$ cat src/rtl/rf68000_nic_pkg.sv
// Shared definitions for the node network interface: bus-master FSM states,
// request/response field widths and the default bus-cycle timeout.
package rf68000_nic_pkg;

    typedef enum logic [1:0] {
        ST_IDLE = 2'd0,
        ST_BUS  = 2'd1,
        ST_DROP = 2'd2,
        ST_RSP  = 2'd3
    } state_t;

    localparam int ADR_W = 32;
    localparam int DAT_W = 32;
    localparam int ID_W  = 4;

    localparam logic [7:0] TIMEOUT_DEF = 8'd255;

endpackage

$ cat src/rtl/rf68000_nic_master.sv
// Network-side bus initiator: turns one ring request into a single cyc/stb/ack
// cycle on the nic_* port and hands a read-data, completion or timeout response back.
module rf68000_nic_master
    import rf68000_nic_pkg::*;
#(
    parameter int             TOW     = 8,
    parameter logic [TOW-1:0] TIMEOUT = TOW'(TIMEOUT_DEF)
) (
    input  logic              clk_i,
    input  logic              rst_i,
    input  logic [ID_W-1:0]   id,
    input  logic              req_valid,
    output logic              req_ready,
    input  logic              req_we,
    input  logic [3:0]        req_sel,
    input  logic [ADR_W-1:0]  req_adr,
    input  logic [DAT_W-1:0]  req_dat,
    input  logic [ID_W-1:0]   req_src,
    output logic              rsp_valid,
    input  logic              rsp_ready,
    output logic [DAT_W-1:0]  rsp_dat,
    output logic [ID_W-1:0]   rsp_dst,
    output logic [ID_W-1:0]   rsp_src,
    output logic              rsp_err,
    output logic              rsp_we,
    output logic              nic_cyc,
    output logic              nic_stb,
    output logic              nic_we,
    output logic [3:0]        nic_sel,
    output logic [ADR_W-1:0]  nic_adr,
    output logic [DAT_W-1:0]  nic_dato,
    input  logic [DAT_W-1:0]  nic_dati,
    input  logic              nic_ack
);

    state_t             state_q,     state_d;
    logic [TOW-1:0]     cnt_q,       cnt_d;
    logic               req_ready_q, req_ready_d;
    logic               rsp_valid_q, rsp_valid_d;
    logic               rsp_err_q,   rsp_err_d;
    logic [DAT_W-1:0]   rsp_dat_q,   rsp_dat_d;
    logic [ID_W-1:0]    rsp_dst_q,   rsp_dst_d;
    logic               rsp_we_q,    rsp_we_d;
    logic               we_q,        we_d;
    logic [ID_W-1:0]    src_q,       src_d;
    logic               nic_cyc_q,   nic_cyc_d;
    logic               nic_we_q,    nic_we_d;
    logic [3:0]         nic_sel_q,   nic_sel_d;
    logic [ADR_W-1:0]   nic_adr_q,   nic_adr_d;
    logic [DAT_W-1:0]   nic_dato_q,  nic_dato_d;

    // A lingering ack from the previous cycle blocks acceptance of a new request.
    assign req_ready = req_ready_q & ~nic_ack;
    assign rsp_valid = rsp_valid_q;
    assign rsp_err   = rsp_err_q;
    assign rsp_dat   = rsp_dat_q;
    assign rsp_dst   = rsp_dst_q;
    assign rsp_src   = id;
    assign rsp_we    = rsp_we_q;
    assign nic_cyc   = nic_cyc_q;
    assign nic_stb   = nic_cyc_q;
    assign nic_we    = nic_we_q;
    assign nic_sel   = nic_sel_q;
    assign nic_adr   = nic_adr_q;
    assign nic_dato  = nic_dato_q;

    // Next-state and next-output computation for the single-cycle bus master.
    always_comb begin
        state_d     = state_q;
        cnt_d       = cnt_q;
        req_ready_d = req_ready_q;
        rsp_valid_d = rsp_valid_q;
        rsp_err_d   = rsp_err_q;
        rsp_dat_d   = rsp_dat_q;
        rsp_dst_d   = rsp_dst_q;
        rsp_we_d    = rsp_we_q;
        we_d        = we_q;
        src_d       = src_q;
        nic_cyc_d   = nic_cyc_q;
        nic_we_d    = nic_we_q;
        nic_sel_d   = nic_sel_q;
        nic_adr_d   = nic_adr_q;
        nic_dato_d  = nic_dato_q;

        case (state_q)
            ST_IDLE: begin
                req_ready_d = 1'b1;
                if (req_valid && !nic_ack) begin
                    we_d        = req_we;
                    src_d       = req_src;
                    nic_cyc_d   = 1'b1;
                    nic_we_d    = req_we;
                    nic_sel_d   = req_sel;
                    nic_adr_d   = req_adr;
                    nic_dato_d  = req_dat;
                    cnt_d       = {TOW{1'b0}};
                    req_ready_d = 1'b0;
                    state_d     = ST_BUS;
                end else begin
                    state_d = ST_IDLE;
                end
            end

            ST_BUS: begin
                cnt_d = cnt_q + {{(TOW-1){1'b0}}, 1'b1};
                // Ack is tested first so it beats a timeout landing on the same cycle.
                if (nic_ack) begin
                    rsp_dat_d = we_q ? {DAT_W{1'b0}} : nic_dati;
                    rsp_err_d = 1'b0;
                    rsp_dst_d = src_q;
                    rsp_we_d  = we_q;
                    nic_cyc_d = 1'b0;
                    nic_we_d  = 1'b0;
                    nic_sel_d = 4'b0000;
                    state_d   = ST_DROP;
                end else if (cnt_q == (TIMEOUT - {{(TOW-1){1'b0}}, 1'b1})) begin
                    rsp_dat_d = {DAT_W{1'b0}};
                    rsp_err_d = 1'b1;
                    rsp_dst_d = src_q;
                    rsp_we_d  = we_q;
                    nic_cyc_d = 1'b0;
                    nic_we_d  = 1'b0;
                    nic_sel_d = 4'b0000;
                    state_d   = ST_DROP;
                end else begin
                    state_d = ST_BUS;
                end
            end

            ST_DROP: begin
                if (!nic_ack) begin
                    rsp_valid_d = 1'b1;
                    state_d     = ST_RSP;
                end else begin
                    state_d = ST_DROP;
                end
            end

            ST_RSP: begin
                if (rsp_ready) begin
                    rsp_valid_d = 1'b0;
                    req_ready_d = 1'b1;
                    state_d     = ST_IDLE;
                end else begin
                    state_d = ST_RSP;
                end
            end

            default: begin
                nic_cyc_d   = 1'b0;
                nic_we_d    = 1'b0;
                nic_sel_d   = 4'b0000;
                rsp_valid_d = 1'b0;
                req_ready_d = 1'b1;
                state_d     = ST_IDLE;
            end
        endcase
    end

    // State and output registers; reset drops the bus and discards any pending response.
    always_ff @(posedge clk_i or posedge rst_i) begin
        if (rst_i) begin
            state_q     <= ST_IDLE;
            cnt_q       <= {TOW{1'b0}};
            req_ready_q <= 1'b1;
            rsp_valid_q <= 1'b0;
            rsp_err_q   <= 1'b0;
            rsp_dat_q   <= {DAT_W{1'b0}};
            rsp_dst_q   <= {ID_W{1'b0}};
            rsp_we_q    <= 1'b0;
            we_q        <= 1'b0;
            src_q       <= {ID_W{1'b0}};
            nic_cyc_q   <= 1'b0;
            nic_we_q    <= 1'b0;
            nic_sel_q   <= 4'b0000;
            nic_adr_q   <= {ADR_W{1'b0}};
            nic_dato_q  <= {DAT_W{1'b0}};
        end else begin
            state_q     <= state_d;
            cnt_q       <= cnt_d;
            req_ready_q <= req_ready_d;
            rsp_valid_q <= rsp_valid_d;
            rsp_err_q   <= rsp_err_d;
            rsp_dat_q   <= rsp_dat_d;
            rsp_dst_q   <= rsp_dst_d;
            rsp_we_q    <= rsp_we_d;
            we_q        <= we_d;
            src_q       <= src_d;
            nic_cyc_q   <= nic_cyc_d;
            nic_we_q    <= nic_we_d;
            nic_sel_q   <= nic_sel_d;
            nic_adr_q   <= nic_adr_d;
            nic_dato_q  <= nic_dato_d;
        end
    end

endmodule
$ cat config.mk
export PLATFORM = sky130hd
export DESIGN_NAME = rf68000_nic_master
export DESIGN_NICKNAME = d
export VERILOG_FILES = /design/src/rtl/rf68000_nic_pkg.sv /design/src/rtl/rf68000_nic_master.sv
export SDC_FILE = /design/constraint.sdc
export NUM_CORES = 1
export LEC_CHECK = 0
export CAP_MARGIN = 20
export CORE_MARGIN = 2
export CORE_UTILIZATION = 40
export DETAILED_ROUTE_END_ITERATION = 8
export GPL_TIMING_DRIVEN = 0
export PLACE_DENSITY_LB_ADDON = 0.1
export SKIP_LAST_GASP = 1
export SLEW_MARGIN = 20
export SYNTH_ARGS = -nofsm -noshare
export SYNTH_HDL_FRONTEND = slang
export SYNTH_SLANG_ARGS = --single-unit
$ cat constraint.sdc
create_clock -name clk_i -period 4.4 [get_ports clk_i]
set_input_delay 0.44 -clock clk_i [delete_from_list [all_inputs] [get_ports clk_i]]
set_output_delay 0.44 -clock clk_i [all_outputs]
set_load 0.05 [all_outputs]
==> summary.txt <==
CTS
  – Clock sinks: 125
  – Cts bufs inserted: 17
  – CTS tree: yes
  – Htree depth: 4
  – Post-cts hold buffer count: 0
  – Clk pin slew, worst setup/hold paths: 0.06 ns
  – Clk Latency, worst-skew pair: 0.40 ns
  – # resized after CTS: 0
  – Clk root buf: clkbuf_16
  – CTS Buffer Depth: 2
  – Postcts setup bufs: 0

Worst hold path
  – Hold Crit Class: in2async

Global route
  – Initial antenna violation count: 0
  – Number of global-route vias before repair: 4,211
  – Gr ovfl total: 0
  – Largest net degree at the start of global routing: 75
  – Total track usage: 20.8%
  – First-pass GRT wire length: 20,900 um

Synthesis
  – Syn Inst Count: 476
  – Largest family of logic cells by synthesized area: simple AND/OR/NAND/NOR gates
  – Most common cell in the netlist: nand2_1
  – Mux cell area share after synthesis: 1.17%
  – Post-Synth Simple-Gate Area: 20.8%
  – Synthesis-stage register bit count: 125
  – Post-synthesis compound-gate area fraction: 8.64%
  – Main synth FF type: dfrtp_1
  – Most frequent cells after synthesis: nand2_1 (225), dfrtp_1 (124), a22o_1 (32)
  – Sequential element share of the synthesized area: 64.9%
  – Cell area after synthesis: 4820 sq um
  – Ys Warns: 0
  – Area share of the largest cell type after synthesis: 64.4%
  – Syn Nets: 592
  – EDFF count, synth: 0
  – Yosys top cell by area: dfrtp_1
  – Synth area leaders: dfrtp_1 (64%), nand2_1 (18%), a22o_1 (5.8%)
  – Library cells used by synthesis: 29
  – Async SR Flop Fraction: 100%
  – Syn Area/Cell: 10.1 sq um
  – Post-Synth Adder-Cell Area: 0.519%
  – Fraction of synthesized cell area in xor and xnor cells: 0%

Detailed routing
  – Antenna Nets Post-Route: 0
  – Via-per-instance ratio: 4.72
  – Drt total wl: 12,900 um
  – WL/cell: 14.7 um
  – DR pass1 iterations: 4
  – Detailed-route via count: 4,157
  – DRC: 0
  – Initial drt markers: 237

Timing
  – Final Hold Vio Count: 0
  – Final min period: 2.35 ns
  – RSZ-0062 raised after global routing: no
  – Tcrit/Tclk final: 53.4%
  – Max transition margin: 63.0%
  – # setup viols final: 0
  – Fin. max-slew vios: 0
  – Worst Tran Pin Value: 0.554 ns
  – Worst Skew: 0.00589 ns
  – Fmax: 426 MHz

Power
  – Gate power share: 50.8%
  – Internal power: 3.90 mW
  – VDD IR max: 490 uV
  – Net Sw Frac: 44.7%
  – Overall Power: 7.05 mW
  – P_sw: 3.15 mW
  – Leakage: 3.73 nW
  – Power Density: 891 nW/um^2
  – Clock power frac: 21.4%
  – Reg power frac: 27.8%

Setup path
  – CP arrival: 1.91 ns
  – Critical Path Max Stage Delay: 0.84 ns
  – Worst EP required: 3.96 ns
  – Endpoint type of the worst setup path: primary output
  – CP Max Fanout: 2
  – CP Launch Type: flip-flop
  – Critical path class: reg2out
  – Slowest cell on crit path: clkdlybuf4s50_1
  – Cell Chain, Critical Path: nor2b_1 -> clkdlybuf4s50_1

Die
  – Die Y: 114 um
  – Die area: 12,900 sq um
  – Ports: 229
  – Site row count: 40
  – Initial core utilization: 40.5%
  – Die W: 114 um
  – Core Footprint: 11,900 sq um

Placed design
  – IO Port Bufs: 224
  – Detail Placement HPWL: 9080 um
  – RePlAce Congestion: 0.752
  – Post-placement cell area: 7280 sq um

Finish
  – Number of fill cells: 979
  – Fin area: 7920 sq um
  – Share of layout cells above drive strength 1: 8.59%
  – FF/Latch Area: 3130 sq um
  – Syn-to-layout area delta: 64.3%
  – NumNets Final: 836
  – Area used by multi-input combinational logic: 1500 sq um
  – Diode count: 0

Outcome
  – Status: complete, no violations

Job
  – Maximum Capacitance Violations: 0
## power by group through the flow
stage	logic (mW)	clock network, mW	registers, mW
floorplan	0.721	0	3.56
global placement	3.56	0	1.95
detailed placement	3.59	0	1.97
CTS	3.62	1.55	1.97
global route	3.78	1.60	2.04
finish	3.58	1.51	1.96
## sequential cells by signal, indices dropped and copies added, names as in the netlist, 2 cells and up
name,flops
nic_adr,32
nic_dato,32
rsp_dat,32
cnt_q,8
nic_sel,4
rsp_dst,4
src_q,4
state_q,2
## cells in the final DEF (no fill, tap or decap)
master             n
a21oi_1            7
a22o_1            32
a31oi_1            1
and2_1             1
and2b_1            1
buf_16             1
buf_2             13
buf_4              5
buf_6              3
bufinv_16          5
clkbuf_1          13
clkbuf_16         17
clkbuf_8           1
clkdlybuf4s50_1  224
clkinv_2           4
clkinvlp_4         3
dfrtp_1          124
dfstp_2            1
ha_1               2
inv_1              2
inv_6              1
mux2_2             5
nand2_1          225
nand2b_1           2
nand3_1           11
nand4_1            1
nand4_2            1
nor2_1             6
nor2b_1            1
nor3_1             3
nor3_2             1
o211ai_1           3
o21ai_0            8
o21ai_2            1
o221ai_1           1
o31ai_1            2
or2_2              1
## layer usage
layer | up-vias | part of all wire (%) | track usage, %
met5 | - | 0 | 0
met4 | 0 | 2.5 | 7.15
met3 | 19 | 8.5 | 8.87
met2 | 151 | 48 | 33.1
met1 | 1965 | 41 | 25.5
li1 | 2022 | - | -
## layout make-up
type | count | share of cell area [%]
Buffer | 32 | 2.24
Tap cell | 147 | 2.32
Timing Repair Buffer | 225 | 28.7
Multi-Input combinational cell | 316 | 19.0
Clock inverter | 12 | 2.43
Inverter | 3 | 0.205
Sequential cell | 125 | 39.5
Clock buffer | 20 | 5.64
## kinds of logic after synthesis
group                      after synthesis
and+or+nand+nor                        254
DFF                                    125
AOI/OAI and AO/OA                       55
buffers and inverters                   35
muxes                                    5
adders and majority gates                2
## stage by stage
step / cells / utilization, % / hold WS (ns) / setup WS [ns] / TNS (ns)
detailed placement: 848 / 61.1 / 0.459 / 2.06 / 0
global route: 880 / 66.5 / 0.496 / 2.00 / 0
floorplan: 476 / - / 0.442 / 0.634 / 0
finish: 880 / 66.5 / 0.458 / 2.05 / 0
global placement: 847 / 60.8 / 0.456 / -1.10 / -135.16
CTS: 880 / 66.5 / 0.469 / 2.02 / 0
## final timing paths
path	end	slack, ns	cells past startpoint	from
hold / removal	nic_dato[16]	0.46	2	rst_i
setup / recovery	req_ready	2.05	2	req_ready_q
max in group asynchronous	req_ready_q	3.20	3	rst_i
min in group clk_i	src_q[0]	0.47	2	src_q[0]
setup reg to reg	cnt_q[6]	2.61	6	state_q[1]
hold reg to reg	src_q[0]	0.47	2	src_q[0]
## worst max-delay path: cells and delay by family, from the launching register on
kind	cells	cell delay, ns
simple gates	1	0.14
buf+inv	1	0.84
flops	1	0.52
Note: power is estimated with default switching activity, not from simulation.
==> variant 1, RTL diff (same settings) <==
The 4 states of `state_t` get a one-hot encoding in 4 bits.
--- a/src/rtl/rf68000_nic_pkg.sv
+++ b/src/rtl/rf68000_nic_pkg.sv
@@ -3,9 +3,9 @@
 package rf68000_nic_pkg;
 
-    typedef enum logic [1:0] {
-        ST_IDLE = 2'd0,
-        ST_BUS  = 2'd1,
-        ST_DROP = 2'd2,
-        ST_RSP  = 2'd3
+    typedef enum logic [3:0] {
+        ST_IDLE = 4'b0001,
+        ST_BUS  = 4'b0010,
+        ST_DROP = 4'b0100,
+        ST_RSP  = 4'b1000
     } state_t;
 
Formal check against the unedited RTL: same outputs for any inputs over 10 cycles, from zero or initial values and one cycle with rst_i high; not proved beyond that.
==> variant 1 against the unedited design <==
  * Final cell count rose by 4.1%
  * Synthesized area up 5.6%
  * Hold slack gained 0.012 ns
  * Die area is 5.4% higher
  * Design area grew 3.1%
  * Count of clock-buffer cells in the layout down 1
  * Sequential cell count rose by 2
  * Routed wire length up 7.7%
  * Total power fell by 23%
  * Setup slack worse by 0.098 ns
  * Critical path type is now in2out
  * Largest cell class unchanged
  * Highest routed layer unchanged
==> variant 1: results (changes against the unedited design) <==
TIMING
--------------------------------------------------------------------------------------
Worst slew margin relative to its limit                                          57.4%   -5.5 points
Worst Hold Margin                                                             0.470 ns   +0.0119 ns
Post-layout min period                                                         2.45 ns   +0.0977 ns

GRT
--------------------------------------------------------------------------------------
GR met2 Demand/Resource                                                          33.8%   +0.74 points
Overall Global Routing Usage                                                     21.0%   +0.21 points
Vias in the first global route                                                   4,408   +4.7%
Met3 Resource Use GR                                                             6.64%   -2.2 points
Global routing usage on met1                                                     26.4%   +0.82 points

LOGIC SYNTHESIS
--------------------------------------------------------------------------------------
Number of distinct library cells after synthesis                                    44   +52%
Parity-gate share of the synthesized area counting xor and xnor cells           0.516%   +0.52 points
Total standard cell area after synthesis                                      5090 µm²   +5.6%
Compound-Gate Fraction of Synth Area                                             9.83%   +1.2 points
Register area share after synthesis                                              62.5%   -2.5 points
Top cell types by occurrence after synthesis                              sky130_fd_sc_hd__nand2_1, sky130_fd_sc_hd__dfrtp_1, sky130_fd_sc_hd__a22o_1
Most area-consuming cells after synthesis                                 sky130_fd_sc_hd__dfrtp_1, sky130_fd_sc_hd__nand2_1, sky130_fd_sc_hd__a22o_1

CELLS AND AREA
--------------------------------------------------------------------------------------
Number of non-filler instances in the completed layout                             916   +4.1%
Fraction of final layout cells with drive strength greater than 1                9.95%   +1.4 points
Count of clock-net buffers in the final layout                                      19   -5.0%
Total of plain and repair buffers excluding clock buffers                          259   +0.78%
Filler Cell Count                                                                1,055   +7.8%
Final-layout non-clock buffer area share                                         30.7%   -0.23 points
Share of the final layout cell area in sequential cells                          39.0%   -0.56 points
Multi-input gate share of the layout cell area                                   20.4%   +1.4 points
Number of nets in the finished design                                              847   +1.3%
Final-layout clock-cell area share                                               7.14%   -0.93 points
Count of multi-input gates                                                         323   +2.2%

WORST SETUP PATH
--------------------------------------------------------------------------------------
Crit path arrival time                                                         2.01 ns   +0.10 ns
R2R Setup Slk                                                                  2.56 ns   -0.05 ns
Crit Path Max Fanout                                                                 9   +7
Number of cells traversed by the worst register-to-register path                     7   +1
Reg-to-Reg End                                                            nic_dato[18]$_DFFE_PP0P_

DETAILED ROUTING
--------------------------------------------------------------------------------------
Vias post-DR                                                                     4,330   +4.2%
Met3 wirelength from detailed routing                                          1.16 mm   +5.9%
Iteration-0 DRC count of the detailed router                                       264   +11%
Routed wire length on met2                                                     6.54 mm   +5.6%
Wire length per cell after detailed routing                                    15.2 µm   +3.5%

WORST HOLD PATH
--------------------------------------------------------------------------------------
Worst min-delay path class                                                     reg2reg

PWR
--------------------------------------------------------------------------------------
Power Dens Cells                                                            664 nW/µm²   -25%
Peak supply drop                                                                280 µV   -43%

RUN STATUS
--------------------------------------------------------------------------------------
Result of the run                                                         complete, no violations

PLACED DESIGN
--------------------------------------------------------------------------------------
Dpl cell area                                                                 7580 µm²   +4.2%
Half-perimeter wire length of the detailed placement result                    10.2 mm   +13%
Dpl ws                                                                         1.91 ns   -0.151 ns
Weighted congestion reported at the end of routability-driven placement          0.811   +7.8%
Inst Count DP                                                                      884   +4.2%

CLOCK TREE
--------------------------------------------------------------------------------------
TritonCTS sink count                                                               127   +1.6%

==> variant 1: changes by cell type in the layout (fill, tap and decap cells not counted), sizes merged, moves of 5 or more <==
| cell | unedited run | this run |
|---|---|---|
| clkbuf | 31 | 23 |
| a22o | 32 | 37 |
| buf | 22 | 31 |
| nand2 | 225 | 217 |
| nand3 | 11 | 4 |
==> variant 1: cell families after synthesis <==
| kind of cell | after synthesis |
|---|---|
| AO/OA/AOI/OAI | 63 |
| adder cells (fa/ha/maj) | 2 |
| AND/OR/NAND/NOR | 249 |
| XOR/XNOR | 3 |
| multiplexers | 6 |
| buffers and inverters | 37 |
| flip-flops | 127 |
==> variant 1: report_power, final <==
part           internal, µW  switching [µW]  total [µW]
Combinational           820            1540        2360
Sequential             1500             186        1690
Clock                   848             520        1370
Total                  3170            2250        5420
==> variant 1: worst max-delay path: stages <==
cell	delay, ns
sky130_fd_sc_hd__clkdlybuf4s50_1	0.57
sky130_fd_sc_hd__nor2b_1	0.17
sky130_fd_sc_hd__clkdlybuf4s50_1	0.82
==> variant 2, RTL diff (same settings) <==
Without the edit above. Change the parameter `TOW` from 8 to 12.
--- a/src/rtl/rf68000_nic_master.sv
+++ b/src/rtl/rf68000_nic_master.sv
@@ -4,5 +4,5 @@
     import rf68000_nic_pkg::*;
 #(
-    parameter int             TOW     = 8,
+    parameter int             TOW     = 12,
     parameter logic [TOW-1:0] TIMEOUT = TOW'(TIMEOUT_DEF)
 ) (
Check against the original RTL: same outputs for any inputs over 4 cycles, from zero or initial values and one cycle with rst_i high; that may be too few to reach the edited logic, so the function may still have changed.
==> variant 2 against the unedited design <==
  * Total power rose by 0.62%
  * Die area rose by 9.1%
  * Setup slack got worse by 0.084 ns
  * Sequential cell count rose by 4
  * Critical path depth rose by 1
  * Synthesized area rose by 9.4%
  * Sequential power rose by 3%
  * Routed wire length rose by 12%
  * Clock skew barely moved
  * Synthesized cell count rose by 18%
  * Via count rose by 12%
  * Sequential share of layout area fell by 0.77 points
  * Design area rose by 5.2%
  * Largest cell class unchanged
==> variant 2: results (changes against the unedited design) <==
RUN STATUS
------------------------------------------------------------------------------------
Result of the run                                                       complete, no violations

GRT
------------------------------------------------------------------------------------
First-pass GRT wire length                                                   23.7 mm   +13%

DETAILED ROUTING
------------------------------------------------------------------------------------
Met3 wirelength from detailed routing                                        1.41 mm   +28%
Per-cell via count in the routed design                                         4.70   -0.44%
Wire length per cell after detailed routing                                  14.6 µm   -0.36%

PWR
------------------------------------------------------------------------------------
Sw Ratio                                                                       46.6%   +1.9 points

LOGIC SYNTHESIS
------------------------------------------------------------------------------------
Most area-consuming cells after synthesis                               sky130_fd_sc_hd__dfrtp_1, sky130_fd_sc_hd__nand2_1, sky130_fd_sc_hd__o21ai_1
Compound-Gate Fraction of Synth Area                                           4.89%   -3.8 points
Share of synthesized area spent on multiplexers                                2.75%   +1.6 points
Number of distinct library cells after synthesis                                  34   +17%
Post-Synth Adder-Cell Area                                                    0.474%   -0.045 points
Net Count, Synth                                                                 680   +15%
Parity-gate share of the synthesized area counting xor and xnor cells         0.332%   +0.33 points

WORST SETUP PATH
------------------------------------------------------------------------------------
Startpoint of the worst-slack reg-to-reg timing path                    cnt_q[0]$_DFFE_PP0P_
Reg-to-Reg End                                                          rsp_dst[3]$_DFFE_PP0P_
Crit Path Max Fanout                                                               6   +4
R2R Setup Slk                                                                2.49 ns   -0.12 ns

TIMING
------------------------------------------------------------------------------------
Worst Skew                                                                0.00599 ns   +0.0000923 ns
Worst Hold Margin                                                           0.452 ns   -0.00697 ns
Measured slew at the worst slew-check pin                                   0.570 ns   +0.0160 ns

CELLS AND AREA
------------------------------------------------------------------------------------
Inverter count                                                                     4   +1
Filler Cell Count                                                              1,084   +11%
Share of the final layout cell area in sequential cells                        38.7%   -0.77 points
Multi-input gate share of the layout cell area                                 21.6%   +2.6 points
Fraction of final layout cells with drive strength greater than 1              8.53%   -0.069 points
Final-layout non-clock buffer area share                                       30.0%   -0.88 points
Total of plain and repair buffers excluding clock buffers                        260   +1.2%
Final cell utilization of the core                                             65.5%   -0.97 points
Sequential cell count of the final layout                                        129   +3.2%

PLACED DESIGN
------------------------------------------------------------------------------------
Half-perimeter wire length of the detailed placement result                  10.7 mm   +17%
Dpl cell area                                                               7770 µm²   +6.7%

## variant 2: changes by cell type in the layout (fill, tap and decap cells not counted), sizes merged, moves of 4 or more
cell	change
mux2i	+7
buf	+8
bufinv	-5
nand2	+74
o21ai	+29
dfrtp	+4
a22o	-32
a21oi	-5
## variant 2: through the flow
step / std cells / setup slack [ns]
4_1_cts: 993 / 1.95
2_1_floorplan: 564 / 0.521
3_3_place_gp: 960 / -1.26
5_1_grt: 993 / 1.92
3_5_place_dp: 961 / 1.95
6_report: 993 / 1.97
## variant 2: worst max path at each step
stage / end / slack (ns) / startpoint / depth (start not counted)
2_1_floorplan: cnt_q[0]$_DFFE_PP0P_ / 0.52 / rst_i / 1
3_3_place_gp: nic_dato[11]$_DFFE_PP0P_ / -1.26 / rst_i / 2
3_5_place_dp: req_ready / 1.95 / nic_ack / 3
4_1_cts: req_ready / 1.95 / nic_ack / 3
5_1_grt: req_ready / 1.92 / nic_ack / 3
6_report: req_ready / 1.97 / nic_ack / 3
## variant 2: power by group through the flow
stage | logic, µW | clock network [µW] | registers [µW]
global route | 3970 | 1400 | 2090
floorplan | 781 | 0 | 3670
CTS | 3800 | 1340 | 2020
detailed placement | 3780 | 0 | 2030
finish | 3770 | 1310 | 2020
global placement | 3740 | 0 | 2010
## variant 2: routing by layer
layer	vias up	track usage [%]
li1	2265	-
met1	2233	24.4
met2	158	35.5
met3	14	9.58
met4	0	7.14
met5	-	0
## variant 2: worst max-delay path, cell delays in order
cell,delay (ns)
sky130_fd_sc_hd__clkdlybuf4s50_1,0.54
sky130_fd_sc_hd__nor2b_1,0.17
sky130_fd_sc_hd__clkdlybuf4s50_1,0.83
